`src/rtl/mc_controller.sv`:
```
// Multi-cycle MIPS control unit: sequences FETCH/DECODE/EXEC/MEM/WB and drives datapath strobes.
// Optional MC_ILLEGAL_TRAP_EN: unrecognised non-zero words park the FSM in HALT until reset.
module mc_controller (
    input  logic        clk,
    input  logic        reset,
    input  logic [31:0] Instruction,
    output logic        PcWrite,
    output logic        IrWrite,
    output logic        Extop,
    output logic        ALUSrc,
    output logic [2:0]  ALUControl,
    output logic        RegDst,
    output logic        RegWrite,
    output logic        MemtoReg,
    output logic        MemWrite,
    output logic        lb_sel,
    output logic        sb_sel,
    output logic        jal_sel,
    output logic [2:0]  Npc_op,
    output logic [2:0]  state_o
);

    typedef enum logic [2:0] {
        S_FETCH  = 3'd0,
        S_DECODE = 3'd1,
        S_EXEC   = 3'd2,
        S_MEM    = 3'd3,
        S_WB     = 3'd4
`ifdef MC_ILLEGAL_TRAP_EN
        , S_HALT = 3'd5
`endif
    } state_t;

    typedef struct packed {
        logic       pc_write;
        logic       ir_write;
        logic       ext_op;
        logic       alu_src;
        logic [2:0] alu_ctrl;
        logic       reg_dst;
        logic       reg_write;
        logic       mem_to_reg;
        logic       mem_write;
        logic       lb_sel;
        logic       sb_sel;
        logic       jal_sel;
        logic [2:0] npc_op;
    } ctrl_t;

    state_t state_q, state_d;
    ctrl_t  ctrl;

    logic [5:0] opcode;
    logic [5:0] funct;
    logic       is_rtype;
    logic       is_addu, is_subu, is_jr, is_ori, is_lui;
    logic       is_lw, is_lb, is_sw, is_sb, is_beq, is_j, is_jal;
    logic       is_alu_r, is_imm, is_load, is_store, is_known;
    logic       unused_instr_bits;

    assign opcode   = Instruction[31:26];
    assign funct    = Instruction[5:0];
    assign is_rtype = (opcode == 6'b000000);
    assign is_addu  = is_rtype && (funct == 6'b100001);
    assign is_subu  = is_rtype && (funct == 6'b100011);
    assign is_jr    = is_rtype && (funct == 6'b001000);
    assign is_ori   = (opcode == 6'b001101);
    assign is_lui   = (opcode == 6'b001111);
    assign is_lw    = (opcode == 6'b100011);
    assign is_lb    = (opcode == 6'b100000);
    assign is_sw    = (opcode == 6'b101011);
    assign is_sb    = (opcode == 6'b101000);
    assign is_beq   = (opcode == 6'b000100);
    assign is_j     = (opcode == 6'b000010);
    assign is_jal   = (opcode == 6'b000011);

    assign is_alu_r = is_addu | is_subu;
    assign is_imm   = is_ori | is_lui;
    assign is_load  = is_lw | is_lb;
    assign is_store = is_sw | is_sb;
    assign is_known = is_alu_r | is_imm | is_load | is_store | is_beq | is_j | is_jal | is_jr;

    // Register and shamt fields belong to the datapath; only opcode/funct steer control.
    assign unused_instr_bits = ^Instruction[25:6];

    always_ff @(posedge clk) begin
        if (reset) begin
            state_q <= S_FETCH;
        end else begin
            state_q <= state_d;
        end
    end

    always_comb begin
        ctrl    = '0;
        state_d = state_q;
        case (state_q)
            S_FETCH: begin
                ctrl.ir_write = 1'b1;
                state_d       = S_DECODE;
            end
            S_DECODE: begin
                if (is_known) begin
                    state_d = S_EXEC;
                end else begin
`ifdef MC_ILLEGAL_TRAP_EN
                    if (Instruction != 32'h0000_0000) begin
                        state_d = S_HALT;
                    end else begin
                        ctrl.pc_write = 1'b1;
                        state_d       = S_FETCH;
                    end
`else
                    ctrl.pc_write = 1'b1;
                    state_d       = S_FETCH;
`endif
                end
            end
            S_EXEC: begin
                state_d = S_FETCH;
                if (is_alu_r) begin
                    ctrl.alu_ctrl = is_subu ? 3'b001 : 3'b000;
                    state_d       = S_WB;
                end else if (is_imm) begin
                    ctrl.alu_src  = 1'b1;
                    ctrl.alu_ctrl = is_lui ? 3'b011 : 3'b010;
                    state_d       = S_WB;
                end else if (is_load || is_store) begin
                    ctrl.alu_src = 1'b1;
                    ctrl.ext_op  = 1'b1;
                    state_d      = S_MEM;
                end else if (is_beq) begin
                    ctrl.alu_ctrl = 3'b001;
                    ctrl.npc_op   = 3'b001;
                    ctrl.pc_write = 1'b1;
                end else if (is_j || is_jal) begin
                    ctrl.npc_op    = 3'b010;
                    ctrl.pc_write  = 1'b1;
                    ctrl.jal_sel   = is_jal;
                    ctrl.reg_write = is_jal;
                end else if (is_jr) begin
                    ctrl.npc_op   = 3'b011;
                    ctrl.pc_write = 1'b1;
                end
            end
            S_MEM: begin
                state_d = S_FETCH;
                if (is_load) begin
                    // Address operands stay applied while the DM read settles.
                    ctrl.alu_src = 1'b1;
                    ctrl.ext_op  = 1'b1;
                    ctrl.lb_sel  = is_lb;
                    state_d      = S_WB;
                end else if (is_store) begin
                    ctrl.mem_write = 1'b1;
                    ctrl.pc_write  = 1'b1;
                    ctrl.sb_sel    = is_sb;
                end
            end
            S_WB: begin
                ctrl.pc_write = 1'b1;
                state_d       = S_FETCH;
                if (is_alu_r) begin
                    ctrl.reg_dst   = 1'b1;
                    ctrl.reg_write = 1'b1;
                end else if (is_imm) begin
                    ctrl.reg_write = 1'b1;
                    ctrl.alu_src   = 1'b1;
                    ctrl.alu_ctrl  = is_lui ? 3'b011 : 3'b010;
                end else if (is_load) begin
                    ctrl.mem_to_reg = 1'b1;
                    ctrl.reg_write  = 1'b1;
                    ctrl.lb_sel     = is_lb;
                end
            end
`ifdef MC_ILLEGAL_TRAP_EN
            S_HALT: begin
                state_d = S_HALT;
            end
`endif
            default: begin
                state_d = S_FETCH;
            end
        endcase
    end

    // Reset masks every strobe in the same cycle, so a half-finished instruction commits nothing.
    always_comb begin
        {PcWrite, IrWrite, Extop, ALUSrc, ALUControl, RegDst, RegWrite,
         MemtoReg, MemWrite, lb_sel, sb_sel, jal_sel, Npc_op} = reset ? '0 : ctrl;
        state_o = reset ? 3'd0 : state_q;
    end

endmodule
```
`config.mk`:
```
export PLATFORM = sky130hd
export DESIGN_NAME = mc_controller
export DESIGN_NICKNAME = d
export VERILOG_FILES = /design/src/rtl/mc_controller.sv
export SDC_FILE = /design/constraint.sdc
export NUM_CORES = 1
export LEC_CHECK = 0
export BUFFER_PORTS_ARGS = -buffer_cell sky130_fd_sc_hd__buf_2
export CORE_MARGIN = 4
export CORE_UTILIZATION = 37
export CTS_BUF_LIST = sky130_fd_sc_hd__clkbuf_2
export DETAILED_ROUTE_END_ITERATION = 10
export GPL_ROUTABILITY_DRIVEN = 0
export PLACE_DENSITY = 0.85
export SLEW_MARGIN = 40
export SYNTH_ARGS = -nofsm -noshare
export SYNTH_HDL_FRONTEND = slang
export SYNTH_SLANG_ARGS = --single-unit
```
`constraint.sdc`:
```
create_clock -name clk -period 2.4 [get_ports clk]
set_input_delay 0.36 -clock clk [delete_from_list [all_inputs] [get_ports clk]]
set_output_delay 0.36 -clock clk [all_outputs]
set_load 0.05 [all_outputs]
```
# [Word-level counts from Yosys, hierarchy flattened]
# Cells that the tools add are included.
[word_totals] register_bits=3 input_bits=34 output_inout_bits=20 elab_cells=97
[classes] n_eq_ne=16 mux=62 bitwise_logic=11 reduce_logical=7
[op_table] op="$eq 6x6->1 const B" n=6
[op_table] op="$mux 1" n=34
[op_table] op="$mux 4" n=7
[op_table] op="$eq 6x4->1 const B" n=3
[op_table] op="$mux 17" n=1
[op_table] op="$mux 2" n=8
[op_table] op="$mux 3" n=5
[op_table] op="$eq 6x2->1 const B" n=2
[op_table] op="$pmux 3 s4" n=1
[op_table] op="$or 1x1->1" n=11
[op_table] op="$eq 3x2->1 const B" n=2
[op_table] op="$eq 6x3->1 const B" n=1
[op_table] op="$logic_not 6->1" n=1
[op_table] op="$pmux 1 s2" n=3
[op_table] op="$pmux 3 s2" n=1
[op_table] op="$pmux 1 s4" n=1
[op_table] op="$eq 3x1->1 const B" n=1
[op_table] op="$eq 3x3->1 const B" n=1
[op_table] op="$logic_and 1x1->1" n=3
[op_table] op="$logic_not 3->1" n=1
[op_table] op="$pmux 1 s3" n=1
[op_table] op="$logic_or 1x1->1" n=2

# [Longest topological paths before layout]
# Gate-level depths: netlist (run 1).
[depth] word_depth=13 mapped_depth=6 ltp_nobuf=5

# [Least setup slack after synthesis (run 1)]
# OpenSTA, ideal clock, no wires.
[synth_timing] path_kind="in2out" from="input Instruction[29]" to="output ALUControl[0]" arrival_time_ns=3.044 t_required_ns=2.040 setup_slack_ns=-1.004 stages=6 n_path_buf=1 cell_sequence="clkbuf_1 and3b_1 nand3b_1 nor4_1 nand3_1 o31ai_1"
[synth_between] elab_chain_len=8 elab_cells_between_ends=25 cone_classes="7 x eq/ne; 10 x mux; 4 x bitwise; 4 x reduce/logical"
[synth_lines] element="start: declaration" line_no="6" source="input logic [31:0] Instruction,"
[synth_lines] element="$eq 6x6->1 (on tied branches)"
[synth_lines] element="$or 1x1->1 (on tied branches)" line_no="79, 80"
[synth_lines] element="$logic_or 1x1->1" line_no="128" source="end else if (is_load || is_store) begin"
[synth_lines] element="$mux 1" line_no="128"
[synth_lines] element="$mux 4" line_no="124" source="end else if (is_imm) begin"
[synth_lines] element="$mux 3" line_no="121" source="if (is_alu_r) begin"
[synth_lines] element="$pmux 3 s2 *" line_no="97" source="case (state_q)"
[synth_lines] element="$mux 17 *" line_no="190" source="MemtoReg, MemWrite, lb_sel, sb_sel, jal_sel, Npc_op} = reset ? '0 : ctrl;"
[synth_lines] element="end: declaration" line_no="11" source="output logic [2:0] ALUControl,"
# Every way passes the cells marked *; elsewhere a longest branch is shown, timed or not.

# [Final worst setup path (run 1)]
[layout_timing] from="input Instruction[2]" to="output PcWrite"
[layout_between] elab_chain_len=13 elab_cells_between_ends=23 cone_classes="3 x eq/ne; 9 x mux; 8 x bitwise; 3 x reduce/logical"
[layout_lines] element="$eq 6x6->1 (on tied branches)" line_no="64, 65"
[layout_lines] element="$logic_and 1x1->1 (on tied branches)" line_no="64, 65"
[layout_lines] element="$or 1x1->1" line_no="77" source="assign is_alu_r = is_addu | is_subu;"
[layout_lines] element="$or 1x1->1 (7 in series)" line_no="81" source="assign is_known = is_alu_r | is_imm | is_load | is_store | is_beq | is_j | is_jal | is_jr;"
[layout_lines] element="$mux 1" line_no="103" source="if (is_known) begin"
[layout_lines] element="$pmux 1 s4 *" line_no="97"
[layout_lines] element="$mux 17 *" line_no="190"
[layout_lines] element="end: declaration" line_no="7" source="output logic PcWrite,"
# Marked as above.

==> impl_metrics.env, run 1 <==
export IMPL_initial_core_util_pct=41.5
export IMPL_rsz0062_at_grt="false"
export IMPL_clk_pin_slew_ns=0.05
export IMPL_overflow=0
export IMPL_fin_ws_ns=0.0834
export IMPL_die_w_microns=47.1
export IMPL_cts_tree="yes"
export IMPL_via_per_inst=5.90
export IMPL_p_sw_mw=0.0870
export IMPL_fp_dieH_microns=47.1
export IMPL_max_freq_mhz=432
export IMPL_outcome="finished, final reports clean"
export IMPL_fin_crit_sh_pct=96.5
export IMPL_cts_made_buffers=3
export IMPL_ir_drop_mv=0.0996
export IMPL_totalWireLength_microns=1740
export IMPL_hold_violations=0
export IMPL_fp_coreArea_sq_um=1370
export IMPL_clockBufferDepth=2
export IMPL_seq_area_frac_synth_pct=10.6
export IMPL_min_period_ns=2.32
export IMPL_insertion_delay_ns=0.21
export IMPL_ys_seq_elements=3
export IMPL_power_density_nw_per_um2=268
export IMPL_grt_usage_pct=16.2
export IMPL_antenna_found_initial=0
export IMPL_cp_required_ns=2.04
export IMPL_p_seq_share_pct=25.4
export IMPL_cts_hold_buf=0
export IMPL_nets=155
export IMPL_p_leak_nw=0.360
export IMPL_fin_util_pct=57.1
export IMPL_synth_enable_flop_cells=0
export IMPL_skew_ns=0.00581
export IMPL_io_buffer_count=31
export IMPL_internal_power_mw=0.122
export IMPL_grt_pass1_wl_microns=2620
export IMPL_hp_class="in2reg"
export IMPL_synth_ff_type="dfxtp_1"
export IMPL_area_growth_synth_to_final_pct=37.7
export IMPL_cts_resized_gates=0
export IMPL_largest_reg_flops=3
export IMPL_htreeDepth=1
export IMPL_dpl_cell_area_sq_um=761
export IMPL_p_clk_share_pct=34.9
export IMPL_crit_fanout=3
export IMPL_path_class="in2out"
export IMPL_total_power_mw=0.209
export IMPL_drt_first_iter_violations=14
export IMPL_top_register="state_q"
export IMPL_firstDrtPassIters=4
export IMPL_diodes=0
export IMPL_finish_instance_area_sq_um=781
export IMPL_reg_top3="state_q x3"
export IMPL_synth_async_reset_ratio_pct=0
export IMPL_synth_yosys_warnings=0
export IMPL_place_inst=131
export IMPL_stdcell_count=135
export IMPL_ys_types=40
export IMPL_setup_tns_ns=0
export IMPL_post_cts_setup_buffers=0
export IMPL_worstPathCellList="buf_2, or4b_1, nor3_2, o311a_2, nor3_1, a211o_1, buf_2"
export IMPL_whs_ns=0.491
export IMPL_netlist_instances=88
export IMPL_routedWlPerCell_microns=12.9
export IMPL_rows=13
export IMPL_endpoint_kind="primary output"
export IMPL_synth_avg_cell_area_sq_um=6.44
export IMPL_switching_share_pct=41.6
export IMPL_synth_area_sq_um=567
export IMPL_critPathSlowestCell="or4b_1"
export IMPL_grt_max_degree=14
export IMPL_slew_headroom_pct=62.9
export IMPL_drc_errors=0
export IMPL_worst_ep_arrival_time_ns=1.96
export IMPL_slew_violations=0
export IMPL_maxCapViolCount=0
export IMPL_ant_nets=0
export IMPL_dp_slack_ns=0.0919
export IMPL_critical_path_max_stage_delay_ns=0.53
export IMPL_io_pins=54
export IMPL_drive_gt1_share_pct=40.0
export IMPL_hpwl_microns=1390
export IMPL_clockRootBuffer="clkbuf_2"
export IMPL_power_frac_comb_pct=39.7
export IMPL_die_area_sq_um=2220
export IMPL_startpoint_type="input port"
export IMPL_cts_sinks=3
export IMPL_tightest_slew_ns=0.551
export IMPL_finalSetupViolations=0
export IMPL_critPathMostFrequentCell="buf_2"
export IMPL_vias=796
export IMPL_grt_pass1_vias=678
routing by layer:
metal	global-route usage, %	wire length [microns]
met1	16.5	653
met2	32.0	926
met3	1.92	146
met4	7.73	12
met5	0	0
cells by family after synthesis:
| group | count (synthesis) | synth area share, % |
|---|---|---|
| simple gates | 51 | 50.8 |
| compound gates | 21 | 26.3 |
| buf+inv | 10 | 8.39 |
| flops | 3 | 10.6 |
| xor+xnor | 1 | 1.55 |
| mux | 1 | 1.77 |
| other cells | 1 | 0.662 |
path summary, 6_finish.rpt:
check / slack [ns] / depth (start not counted) / start / endpoint
setup / recovery: 0.08 / 7 / Instruction[2] / PcWrite
hold / removal: 0.49 / 2 / reset / state_q[0]$_SDFF_PP0_
setup reg to reg: 1.03 / 6 / state_q[1]$_SDFF_PP0_ / state_q[1]$_SDFF_PP0_
hold reg to reg: 0.62 / 1 / state_q[2]$_SDFF_PP0_ / state_q[0]$_SDFF_PP0_
final cells by class:
class | instances | area (sq um)
Clock buffer | 4 | 20.0
Fill cell | 142 | 586
Inverter | 2 | 7.51
Multi-Input combinational cell | 76 | 489
Sequential cell | 3 | 60.1
Tap cell | 15 | 18.8
Timing Repair Buffer | 35 | 185
critical path, delay by kind of cell:
| family | cells | cell delay, ns |
|---|---|---|
| buffers and inverters | 2 | 0.31 |
| AOI/OAI and AO/OA | 2 | 0.49 |
| and+or+nand+nor | 3 | 0.79 |
placed cells by master (no fill, tap or decap), drive strengths merged, types with 2 or more instances in the layout:
cell / synthesis / layout
o21ai: 5 / 5
nor2: 9 / 9
or4b: 2 / 2
a21oi: 2 / 2
clkbuf: 4 / 4
nor3b: 3 / 3
nor3: 7 / 7
conb: 1 / 2
buf: 4 / 35
dfxtp: 3 / 3
nor2b: 6 / 6
nand3: 2 / 2
nand2b: 3 / 3
nand2: 8 / 8
nor4: 5 / 5
o31ai: 2 / 2
inv: 2 / 2
synthesized netlist by cell type (3+ instances only):
cell type  instances  area (sq um)
nor4_1             5          31.3
dfxtp_1            3          60.1
nor3_1             6          30.0
clkbuf_1           4          15.0
nor3b_1            3          22.5
nand2_1            8          30.0
nor2b_1            6          37.5
nand2b_1           3          18.8
o21ai_0            5          25.0
nor2_1             9          33.8
power by group through the flow:
stage	Clock (mW)	Sequential (mW)	Combinational, mW
floorplan	0	0.0539	0.0600
global placement	0	0.0539	0.0799
detailed placement	0	0.0540	0.0823
CTS	0.0749	0.0531	0.0828
global route	0.0762	0.0533	0.0903
finish	0.0731	0.0531	0.0831
Power figures use the tool's default switching activity.
==> run 2: changes to the inputs <==
clock period = 2.5 ns   (was 2.4 ns; I/O delays follow)
==> run 2 against run 1 <==
  * Count of clock-buffer cells in the layout did not move
  * Sequential power rose by 4%
  * First-iteration DRC count rose by 14%
  * Core utilization fell by 1.8 points
  * Combinational power fell by 11%
  * Sequential share of layout area rose by 0.25 points
  * Largest cell class unchanged
  * Highest routed layer unchanged
==> impl_metrics.env, run 2 (synthesized netlist as in run 1, its figures left out) <==
export IMPL_drive_gt1_share_pct=37.6
export IMPL_hp_class="in2reg"
export IMPL_crit_fanout=14
export IMPL_io_pins=54
export IMPL_clk_pin_slew_ns=0.04
export IMPL_fp_dieH_microns=47.1
export IMPL_endpoint_kind="primary output"
export IMPL_startpoint_type="register"
export IMPL_nets=152
export IMPL_grt_max_degree=15
export IMPL_cts_made_buffers=3
export IMPL_die_area_sq_um=2220
export IMPL_largest_reg_flops=3
export IMPL_fp_coreArea_sq_um=1370
export IMPL_io_buffer_count=31
export IMPL_layout_commonest_cell="buf_2"
export IMPL_drc_errors=0
export IMPL_cts_tree="yes"
export IMPL_p_seq_share_pct=28.5
export IMPL_drt_first_iter_violations=16
export IMPL_fin_ws_ns=0.172
export IMPL_hold_violations=0
export IMPL_p_leak_nw=0.343
export IMPL_maxCapViolCount=0
export IMPL_rows=13
export IMPL_firstDrtPassIters=4
export IMPL_die_w_microns=47.1
export IMPL_dp_slack_ns=0.175
export IMPL_most_common_layout_cells="buf_2, nor2_1, nand2_1"
export IMPL_whs_ns=0.534
export IMPL_fillers=158
export IMPL_fin_crit_sh_pct=93.1
export IMPL_totalWireLength_microns=1680
export IMPL_path_class="reg2out"
export IMPL_p_sw_mw=0.0780
export IMPL_switching_share_pct=40.3
export IMPL_area_growth_synth_to_final_pct=33.3
export IMPL_grt_pass1_vias=618
export IMPL_slew_violations=0
export IMPL_diodes=0
export IMPL_ant_nets=0
export IMPL_outcome="finished, final reports clean"
export IMPL_internal_power_mw=0.116
export IMPL_rsz0062_at_grt="false"
export IMPL_hpwl_microns=1380
export IMPL_clockBufferDepth=2
export IMPL_power_frac_comb_pct=38.1
export IMPL_p_clk_share_pct=33.4
export IMPL_min_period_ns=2.33
export IMPL_via_per_inst=5.89
export IMPL_routedWlPerCell_microns=12.8
export IMPL_insertion_delay_ns=0.19
export IMPL_initial_core_util_pct=41.5
export IMPL_cts_hold_buf=0
export IMPL_clockRootBuffer="clkbuf_2"
export IMPL_finalSetupViolations=0
export IMPL_max_freq_mhz=430
export IMPL_post_cts_setup_buffers=0
export IMPL_cp_required_ns=2.12
export IMPL_cts_sinks=3
export IMPL_worst_ep_arrival_time_ns=1.95
export IMPL_overflow=0
export IMPL_grt_pass1_wl_microns=2460
export IMPL_top_register="state_q"
export IMPL_power_density_nw_per_um2=256
export IMPL_reg_top3="state_q x3"
export IMPL_grt_usage_pct=15.5
export IMPL_skew_ns=0.00128
export IMPL_vias=778
export IMPL_htreeDepth=1
export IMPL_antenna_found_initial=0
export IMPL_ir_drop_mv=0.101
-- run 2: critical path, stage by stage, from the launching register on --
cell	delay [ns]
dfxtp_1	0.42
or4b_2	0.77
a31o_2	0.25
o31ai_2	0.05
clkbuf_4	0.26
-- run 2: worst paths after layout --
kind                            slack [ns]                    end  cells past startpoint                   from
worst max register to register        1.11  state_q[1]$_SDFF_PP0_                      3  state_q[0]$_SDFF_PP0_
worst min-delay path                  0.53  state_q[0]$_SDFF_PP0_                      2                  reset
worst min register to register        0.61  state_q[0]$_SDFF_PP0_                      1  state_q[2]$_SDFF_PP0_
worst max-delay path                  0.17               RegWrite                      4  state_q[0]$_SDFF_PP0_
-- run 2: what timing repair did --
item / 4_1_cts / 5_1_grt
resized for setup: 0 / 1
setup endpoints to repair: 0 / 1
endpoints found under the hold margin: 0 / 0
-- run 2: layout make-up --
cell class / count / area [sq um] / area share [%]
Multi-Input combinational cell: 76 / 484 / 64.1
Clock buffer: 4 / 20.0 / 2.65
Timing Repair Buffer: 32 / 165 / 21.9
Inverter: 2 / 7.51 / 0.993
Tap cell: 15 / 18.8 / 2.48
Sequential cell: 3 / 60.1 / 7.95
-- run 2: power by group through the flow --
stage / Clock (mW) / Combinational, mW / Sequential, mW
after CTS: 0.0661 / 0.0734 / 0.0550
final: 0.0647 / 0.0737 / 0.0551
after global placement: 0 / 0.0706 / 0.0555
after floorplan: 0 / 0.0574 / 0.0517
after global routing: 0.0755 / 0.0803 / 0.0551
after detailed placement: 0 / 0.0733 / 0.0557
-- run 2: per-layer routing --
layer | part of all wire, % | GRT usage, %
met1 | 37 | 17.0
met2 | 51 | 28.5
met3 | 10 | 3.45
met4 | 1.2 | 6.63
met5 | 0 | 0
-- run 2: through the flow --
stage               area [sq um]  cells  setup TNS [ns]  power [mW]  util (%)
finish                       756    132               0       0.193      55.3
floorplan                    592     89          -0.590       0.109         -
CTS                          753    132               0       0.195      55.1
global route                 756    132               0       0.211      55.3
global placement             733    128               0       0.126      53.7
detailed placement           733    128               0       0.129      53.7
